File: src/rtl/ila_check_sequencer.sv
// Single-shot sequencer for ILA instruction-level refinement checks: issues START, counts
// cycles, pulses IEND and second-end, and holds nondeterministic function results.
module ila_check_sequencer #(
    parameter int unsigned CNT_W   = 4,
    parameter int unsigned MAX_CNT = 6,
    parameter int unsigned FUNC_N  = 4,
    parameter int unsigned FUNC_W  = 8
) (
    input  logic                     clk,
    input  logic                     rst,
    input  logic                     issue_i,
    input  logic [CNT_W-1:0]         end_cycle_i,
    input  logic                     decode_i,
    input  logic                     valid_i,
    input  logic [FUNC_N*FUNC_W-1:0] func_init_i,
    input  logic [FUNC_N*FUNC_W-1:0] func_wire_i,
    output logic                     start_o,
    output logic                     started_o,
    output logic [CNT_W-1:0]         cycle_cnt_o,
    output logic                     iend_o,
    output logic                     second_end_o,
    output logic                     ended_o,
    output logic                     abort_o,
    output logic                     reseted_o,
    output logic [FUNC_N*FUNC_W-1:0] func_reg_o,
    output logic [FUNC_N-1:0]        func_match_o
);

    localparam logic [CNT_W-1:0] MaxCnt = CNT_W'(MAX_CNT);

    typedef enum logic [2:0] {StIdle, StStart, StRun, StDone, StAbort} state_e;

    state_e                     state_q, state_d;
    logic [CNT_W-1:0]           end_q;
    logic [CNT_W-1:0]           cnt_q;
    logic                       started_q;
    logic                       ended_q;
    logic                       second_end_q;
    logic                       reseted_q;
    logic [FUNC_N*FUNC_W-1:0]   func_q;
    logic                       iend;

    assign start_o = (state_q == StStart);
    assign iend    = (state_q == StRun) && (cnt_q == end_q) && reseted_q && !ended_q;

    always_comb begin
        state_d = state_q;
        unique case (state_q)
            StIdle:  if (issue_i) state_d = StStart;
            StStart: begin
                if (!decode_i || !valid_i || (end_q == '0) || (end_q > MaxCnt)) begin
                    state_d = StAbort;
                end else begin
                    state_d = StRun;
                end
            end
            StRun:   if (iend) state_d = StDone;
            StDone:  state_d = StDone;
            StAbort: state_d = StAbort;
            default: state_d = StIdle;
        endcase
    end

    always_ff @(posedge clk) begin
        if (rst) begin
            state_q      <= StIdle;
            end_q        <= '0;
            cnt_q        <= '0;
            started_q    <= 1'b0;
            ended_q      <= 1'b0;
            second_end_q <= 1'b0;
            reseted_q    <= 1'b1;
            func_q       <= func_init_i;
        end else begin
            state_q <= state_d;
            if (state_q == StIdle && issue_i) end_q <= end_cycle_i;
            // Saturating count; stops advancing once abort leaves started clear.
            if ((start_o || started_q) && (cnt_q < MaxCnt)) cnt_q <= cnt_q + CNT_W'(1);
            if (state_q == StStart && state_d == StRun) started_q <= 1'b1;
            if (iend) ended_q <= 1'b1;
            second_end_q <= iend;
        end
    end

    always_comb begin
        func_match_o = '1;
        for (int k = 0; k < int'(FUNC_N); k++) begin
            func_match_o[k] = !start_o ||
                              (func_q[k*FUNC_W +: FUNC_W] == func_wire_i[k*FUNC_W +: FUNC_W]);
        end
    end

    assign started_o    = started_q;
    assign cycle_cnt_o  = cnt_q;
    assign iend_o       = iend;
    assign second_end_o = second_end_q;
    assign ended_o      = ended_q;
    assign abort_o      = (state_q == StAbort);
    assign reseted_o    = reseted_q;
    assign func_reg_o   = func_q;

endmodule

File: config.mk
export PLATFORM = sky130hd
export DESIGN_NAME = ila_check_sequencer
export DESIGN_NICKNAME = d
export VERILOG_FILES = /design/src/rtl/ila_check_sequencer.sv
export SDC_FILE = /design/constraint.sdc
export NUM_CORES = 1
export LEC_CHECK = 0
export BUFFER_PORTS_ARGS = -buffer_cell sky130_fd_sc_hd__clkbuf_2
export CORE_ASPECT_RATIO = 1.2
export CORE_MARGIN = 5
export CORE_UTILIZATION = 43
export CTS_CLUSTER_DIAMETER = 100
export DETAILED_ROUTE_END_ITERATION = 6
export GPL_TIMING_DRIVEN = 1
export PLACE_DENSITY = 0.8
export REMOVE_ABC_BUFFERS = 1
export SLEW_MARGIN = 0
export SYNTH_ARGS = -nofsm -noshare
export SYNTH_HDL_FRONTEND = slang
export SYNTH_SLANG_ARGS = --single-unit
File: constraint.sdc
create_clock -name clk -period 2.3 [get_ports clk]
set_clock_uncertainty 0.15 [all_clocks]
set_input_delay 0.46 -clock clk [delete_from_list [all_inputs] [get_ports clk]]
set_output_delay 0.46 -clock clk [all_outputs]
set_load 0.02 [all_outputs]
==> metrics.md, run 1 <==
| Metric | Value |
|---|---|
| Max Fclk | `463 MHz` |
| Synthesized instance count | `148` |
| Hold depth | `1` |
| Outcome | `finished clean` |
| Overall die width | `72.2 um` |
| Hold/Removal Path Class | `in -> reg` |
| FFs w/ async S/R, synth | `0%` |
| Count of endpoints failing hold in the final timing report | `0` |
| Endpoints failing setup | `0` |
| Number of warnings reported in the yosys synthesis log | `0` |
| Setup repair after global routing missed its margin | `false` |
| Capture instance of the worst register-to-register path | `cycle_cnt_o[0]` |
| Crit share post-route | `93.9%` |
| Hold-critical path endpoint | `func_reg_o[11]` |
| Cell total after placement | `322` |
| Count of flip-flops with a built-in enable after synthesis | `32` |
| Detailed placer's ending HPWL | `3970 um` |
| Number of antenna violations at the first check in global routing | `0` |
| Fraction of final layout cells with drive strength greater than 1 | `49.6%` |
| Rel. slew slack | `59.8%` |
| Final hold slack | `0.191 ns` |
| Maximum buffer depth of the clock tree | `2` |
| Residual DRC count | `0` |
| Post-synthesis sequential area ratio | `62.3%` |
| Initial core utilization | `44.0%` |
| Clock H-tree levels | `2` |
| Worst VDD drop | `0.414 mV` |
| Number of distinct library cell variants in the gate-level netlist after synthesis | `34` |
| I/O Pins | `120` |
| Data arrival, critical path | `1.55 ns` |
| Global-route wire length before repair | `7380 um` |
| Global-route total usage across every layer | `15.6%` |
| Post-CTS clock slew at the launch and capture registers of the worst setup and hold paths | `0.08 ns` |
| CTS Hold Bufs | `0` |
| Filler-free cell count of the finished design | `330` |
| Post-Route Setup TNS | `0 ns` |
| Vias post-DR | `1582` |
| Cell row count | `27` |
| Actual slew at the worst max-slew pin | `0.601 ns` |
| Area of the core | `0.00453 mm^2` |
| FF-to-FF Start | `state_q[1]` |
| Overall routed net length | `4700 um` |
| Most common cell in the netlist | `xnor2_1` |
| Root Buffer | `clkbuf_8` |
| Total of max-cap violations | `0` |
| Type of the setup path with the least slack | `reg -> out` |
| Area share of the largest cell type after synthesis | `48.2%` |
| Number of buffer cells added on primary ports | `118` |
| Residual antenna-violating net count after detailed routing | `0` |
| Total grt overflow | `0` |
| Clock latency at the later pin of the worst-skew pair | `0.29 ns` |
| First-pass detailed-route iteration total | `4` |
| Antenna Diode Count | `0` |
| Clock Sinks | `46` |
| Inserted Clock Buffers | `5` |
| CP Max Fanout | `8` |
| Maximum number of pins on one net before global-route repair | `25` |
| Via count normalized by instance count | `4.79` |
| Leak | `0.00119 uW` |
| Routed wire length per instance | `14.2 um` |
| Primary FF master, synth | `edfxtp_1` |
| Die area | `0.00610 mm^2` |
| Critical Path End Type | `output pin` |
| Hold Crit Start | `func_init_i[11]` |
| Layout overhead on the synthesized area | `38.7%` |
| R2R cell count | `3` |
| Vertical die dimension | `84.6 um` |
| Most numerous cell types in the synthesized netlist | `xnor2_1 (36), edfxtp_1 (32), dfxtp_1 (14), nor2_1 (10), nand4_1 (9)` |
| CTS tree | `yes` |
| Top cells by area, synth | `edfxtp_1 (48%), xnor2_1 (16%), dfxtp_1 (14%)` |
| Flops & latches, synth | `46` |
| Final weighted congestion in routability-driven placement | `0.736` |
| Count of nets after finishing | `345` |
| Power density over cell area | `692 mW/mm^2` |
| Final Total Pwr | `1910 uW` |
| Setup crit start kind | `flop` |
| Post-synthesis average cell area | `13.5 um^2` |
| Cell taking the most area after synthesis | `edfxtp_1` |
| Number of slew-limit violations in the final report | `0` |
| Number of global-route vias before repair | `1606` |
| Required time of the critical path | `1.69 ns` |
| FF-to-FF setup slack | `0.61 ns` |
| Final period demand of the worst path | `2.16 ns` |
| Synthesized area | `0.00199 mm^2` |
| DRC marker count from the first detailed-route iteration | `50` |
## per-stage QoR
stage	setup WS (ns)	area (um^2)	utilization [%]
floorplan	0.438	1970	-
global placement	0.418	2650	58.6
detailed placement	0.383	2650	58.6
CTS	0.0515	2760	61.0
global route	0.0323	2760	61.1
finish	0.140	2760	61.1
## where the power goes
part / internal, uW / switching, uW
Sequential: 950 / 46.7
Clock: 319 / 249
Combinational: 164 / 185
## worst max-delay path, stage by stage, from the launching register on
cell and delay [ns]:
dfxtp_1 0.37, or3b_4 0.44, inv_2 0.16, o21ai_0 0.11, clkbuf_2 0.17
## cell usage in the layout, fill, tap and decap left out, drive strengths merged, types with 2 or more instances in the layout
master / netlist / layout
nor2b: 2 / 2
nand3: 3 / 3
o211ai: 2 / 2
xnor2: 36 / 36
nand4: 9 / 9
nand2: 2 / 2
mux2i: 4 / 4
clkbuf: 1 / 123
dfxtp: 14 / 14
nor2: 10 / 10
a221oi: 2 / 2
a21oi: 3 / 3
nor4b: 2 / 2
inv: 5 / 5
o21ai: 4 / 4
edfxtp: 32 / 32
nor3b: 2 / 2
## final cells by class
class / count / area (um^2)
clock buffer: 5 / 68.8
fill: 397 / 1760
inverter: 5 / 18.8
multi-input combinational: 94 / 711
sequential: 46 / 1240
clock inverter: 3 / 40.0
tap: 58 / 72.6
timing repair buffer: 119 / 611
## how the worst max path moves through the flow
stage | start | to | slack, ns
3_5_place_dp | state_q[0] | func_match_o[1] | 0.38
5_1_grt | state_q[1] | func_match_o[3] | 0.03
2_1_floorplan | func_reg_o[0] | func_match_o[0] | 0.44
6_report | state_q[1] | func_match_o[1] | 0.14
3_3_place_gp | state_q[0] | func_match_o[2] | 0.42
4_1_cts | state_q[0] | func_match_o[1] | 0.05
## cell families after synthesis
| kind of cell | count (synthesis) | share of synthesized area (%) |
|---|---|---|
| adders and majority gates | 1 | 0.628 |
| muxes | 5 | 2.57 |
| buffers and inverters | 8 | 2.07 |
| DFF | 46 | 62.3 |
| AOI/OAI and AO/OA | 17 | 6.40 |
| and+or+nand+nor | 34 | 10.0 |
| xor gates and xnor gates | 36 | 15.8 |
| other | 1 | 0.188 |
## repair_timing
action,CTS,global route
gates resized for setup,0,1
endpoints found under the setup margin,0,4
buffers inserted,0,0
## metal layers
layer	part of all wire [%]	global-route usage, %
met1	36	17.0
met2	54	28.1
met3	8.2	4.19
met4	2.0	6.32
met5	0	0
## state kept, by name (all words and copies together) (netlist names)
signal        count
func_reg_o       32
second_end_o      1
started_o         1
state_q           3
ended_o           1
cycle_cnt_o       4
end_q             4
No activity file was read; power rests on OpenSTA's default activity.
==> inputs of run 2 (changes only) <==
MAX_ROUTING_LAYER = met4   (was not set)
==> metrics.md, run 2 (synthesized netlist as in run 1, its figures left out) <==
| Metric | Value |
|---|---|
| Cell total after placement | `322 (unchanged)` |
| Total grt overflow | `0 (unchanged)` |
| Vertical die dimension | `84.6 um (unchanged)` |
| Filler-free cell count of the finished design | `330 (unchanged)` |
| Number of global-route vias before repair | `1607 (+0.062%)` |
| Count of nets after finishing | `345 (unchanged)` |
| Power density over cell area | `692 mW/mm^2 (about the same)` |
| Outcome | `finished clean` |
| Post-Route Setup TNS | `0 ns (unchanged)` |
| Max Fclk | `463 MHz (about the same)` |
| CTS Hold Bufs | `0 (unchanged)` |
| CP max stage delay | `0.44 ns (about the same)` |
| Routed wire length per instance | `14.2 um (unchanged)` |
| Leak | `0.00119 uW (unchanged)` |
| Number of slew-limit violations in the final report | `0 (unchanged)` |
| Overall die width | `72.2 um (unchanged)` |
| Critical Path End Type | `output pin` |
| Required time of the critical path | `1.69 ns (about the same)` |
| Detailed placer's ending HPWL | `3970 um (unchanged)` |
| WP buf/inv | `2 (unchanged)` |
| Post-CTS clock slew at the launch and capture registers of the worst setup and hold paths | `0.08 ns (about the same)` |
| Most common cell after layout, fill and taps aside | `clkbuf_2` |
| Max reg flops | `32 (unchanged)` |
| Global-route total usage across every layer | `16.1% (+0.46 points)` |
| Vias post-DR | `1577 (-0.32%)` |
| Crit share post-route | `93.9% (about the same)` |
| Count of endpoints failing hold in the final timing report | `0 (unchanged)` |
| Layout overhead on the synthesized area | `38.7% (unchanged)` |
| Actual slew at the worst max-slew pin | `0.601 ns (+0.000344 ns)` |
| Clock H-tree levels | `2 (unchanged)` |
| Number of antenna violations at the first check in global routing | `0 (unchanged)` |
| Worst path top cell family by delay | `simple AND/OR/NAND/NOR gates` |
| Die area | `0.00610 mm^2 (unchanged)` |
| Maximum number of pins on one net before global-route repair | `25 (unchanged)` |
| Worst VDD drop | `0.414 mV (-0.12%)` |
| CP Cell Sequence | `or3b_4, inv_2, o21ai_0, clkbuf_2` |
| Hold/Removal Path Class | `in -> reg` |
| Overall routed net length | `4700 um (unchanged)` |
| Root Buffer | `clkbuf_8` |
| Antenna Diode Count | `0 (unchanged)` |
| Area of the core | `0.00453 mm^2 (unchanged)` |
| Fraction of final layout cells with drive strength greater than 1 | `49.6% (unchanged)` |
| Final weighted congestion in routability-driven placement | `0.745 (+1.2%)` |
| Placement Cell Area | `0.00265 mm^2 (unchanged)` |
| Data arrival, critical path | `1.55 ns (about the same)` |
| CP Max Fanout | `8 (unchanged)` |
| Total of max-cap violations | `0 (unchanged)` |
| Maximum buffer depth of the clock tree | `2 (unchanged)` |
| Via count normalized by instance count | `4.78 (-0.32%)` |
| Residual DRC count | `0 (unchanged)` |
| Inserted Clock Buffers | `5 (unchanged)` |
| Number of buffer cells added on primary ports | `118 (unchanged)` |
| Cell row count | `27 (unchanged)` |
| DRC marker count from the first detailed-route iteration | `50 (unchanged)` |
| Most frequent cells in the layout | `clkbuf_2 (118), xnor2_1 (36), edfxtp_1 (32)` |
| I/O Pins | `120 (unchanged)` |
| Clock latency at the later pin of the worst-skew pair | `0.29 ns (about the same)` |
| Global-route wire length before repair | `7370 um (about the same)` |
| Cell with the largest stage delay on the worst path | `or3b_4` |
| FF-to-FF setup slack | `0.60 ns (about the same)` |
| CTS tree | `yes` |
| Final period demand of the worst path | `2.16 ns (-0.00148 ns)` |
| Post-route cell area | `0.00276 mm^2 (unchanged)` |
| Setup repair after global routing missed its margin | `false` |
| Clock Sinks | `46 (unchanged)` |
| Initial core utilization | `44.0% (unchanged)` |
| # fillers | `397 (unchanged)` |
| Rel. slew slack | `59.8% (about the same)` |
| Setup crit start kind | `flop` |
| Type of the setup path with the least slack | `reg -> out` |
| Endpoints failing setup | `0 (unchanged)` |
| First-pass detailed-route iteration total | `4 (unchanged)` |
| Residual antenna-violating net count after detailed routing | `0 (unchanged)` |
==> run 2: final cells by class <==
type                            count  area (um^2)  share of cell area (%)
Inverter                            5         18.8                   0.679
Tap cell                           58         72.6                    2.63
Multi-Input combinational cell     94          711                    25.7
Clock inverter                      3         40.0                    1.45
Timing Repair Buffer              119          611                    22.1
Sequential cell                    46         1240                    45.0
Clock buffer                        5         68.8                    2.49
==> run 2: final timing paths <==
| kind | end | depth (start not counted) | startpoint |
|---|---|---|---|
| worst max-delay path | func_match_o[1] | 4 | state_q[1] |
| worst min register to register | ended_o | 1 | ended_o |
| worst min-delay path | func_reg_o[11] | 1 | func_init_i[11] |
| worst max register to register | cycle_cnt_o[0] | 3 | state_q[1] |
==> run 2: routing by layer <==
layer  up-vias  track usage [%]  wire [um]
met4         0             6.32         93
li1        778                -          -
met2        71             28.1       2530
met3         9             3.95        376
met1       719             17.2       1710
met5         -                -          0
==> run 2: timing repair <==
| item | 4_1_cts | 5_1_grt |
|---|---|---|
| gates resized for setup | 0 | 1 |
| endpoints found under the setup margin | 0 | 4 |
| setup buffers | 0 | 0 |
==> run 2: stage by stage <==
stage	power, uW	util [%]	hold WS [ns]	setup WS, ns
4_1_cts	1940	61.0	0.179	0.0515
3_5_place_dp	1370	58.6	0.335	0.383
5_1_grt	2010	61.1	0.173	0.0323
3_3_place_gp	1360	58.6	0.336	0.418
2_1_floorplan	1210	-	0.347	0.438
6_report	1910	61.1	0.192	0.141
==> run 2: where the power goes <==
part           leakage (uW)  total [uW]  switching, uW  internal, uW
Clock             0.0000541         568            249           319
Combinational      0.000709         349            185           164
Sequential         0.000428         996           46.7           950
Total               0.00119        1910            481          1430
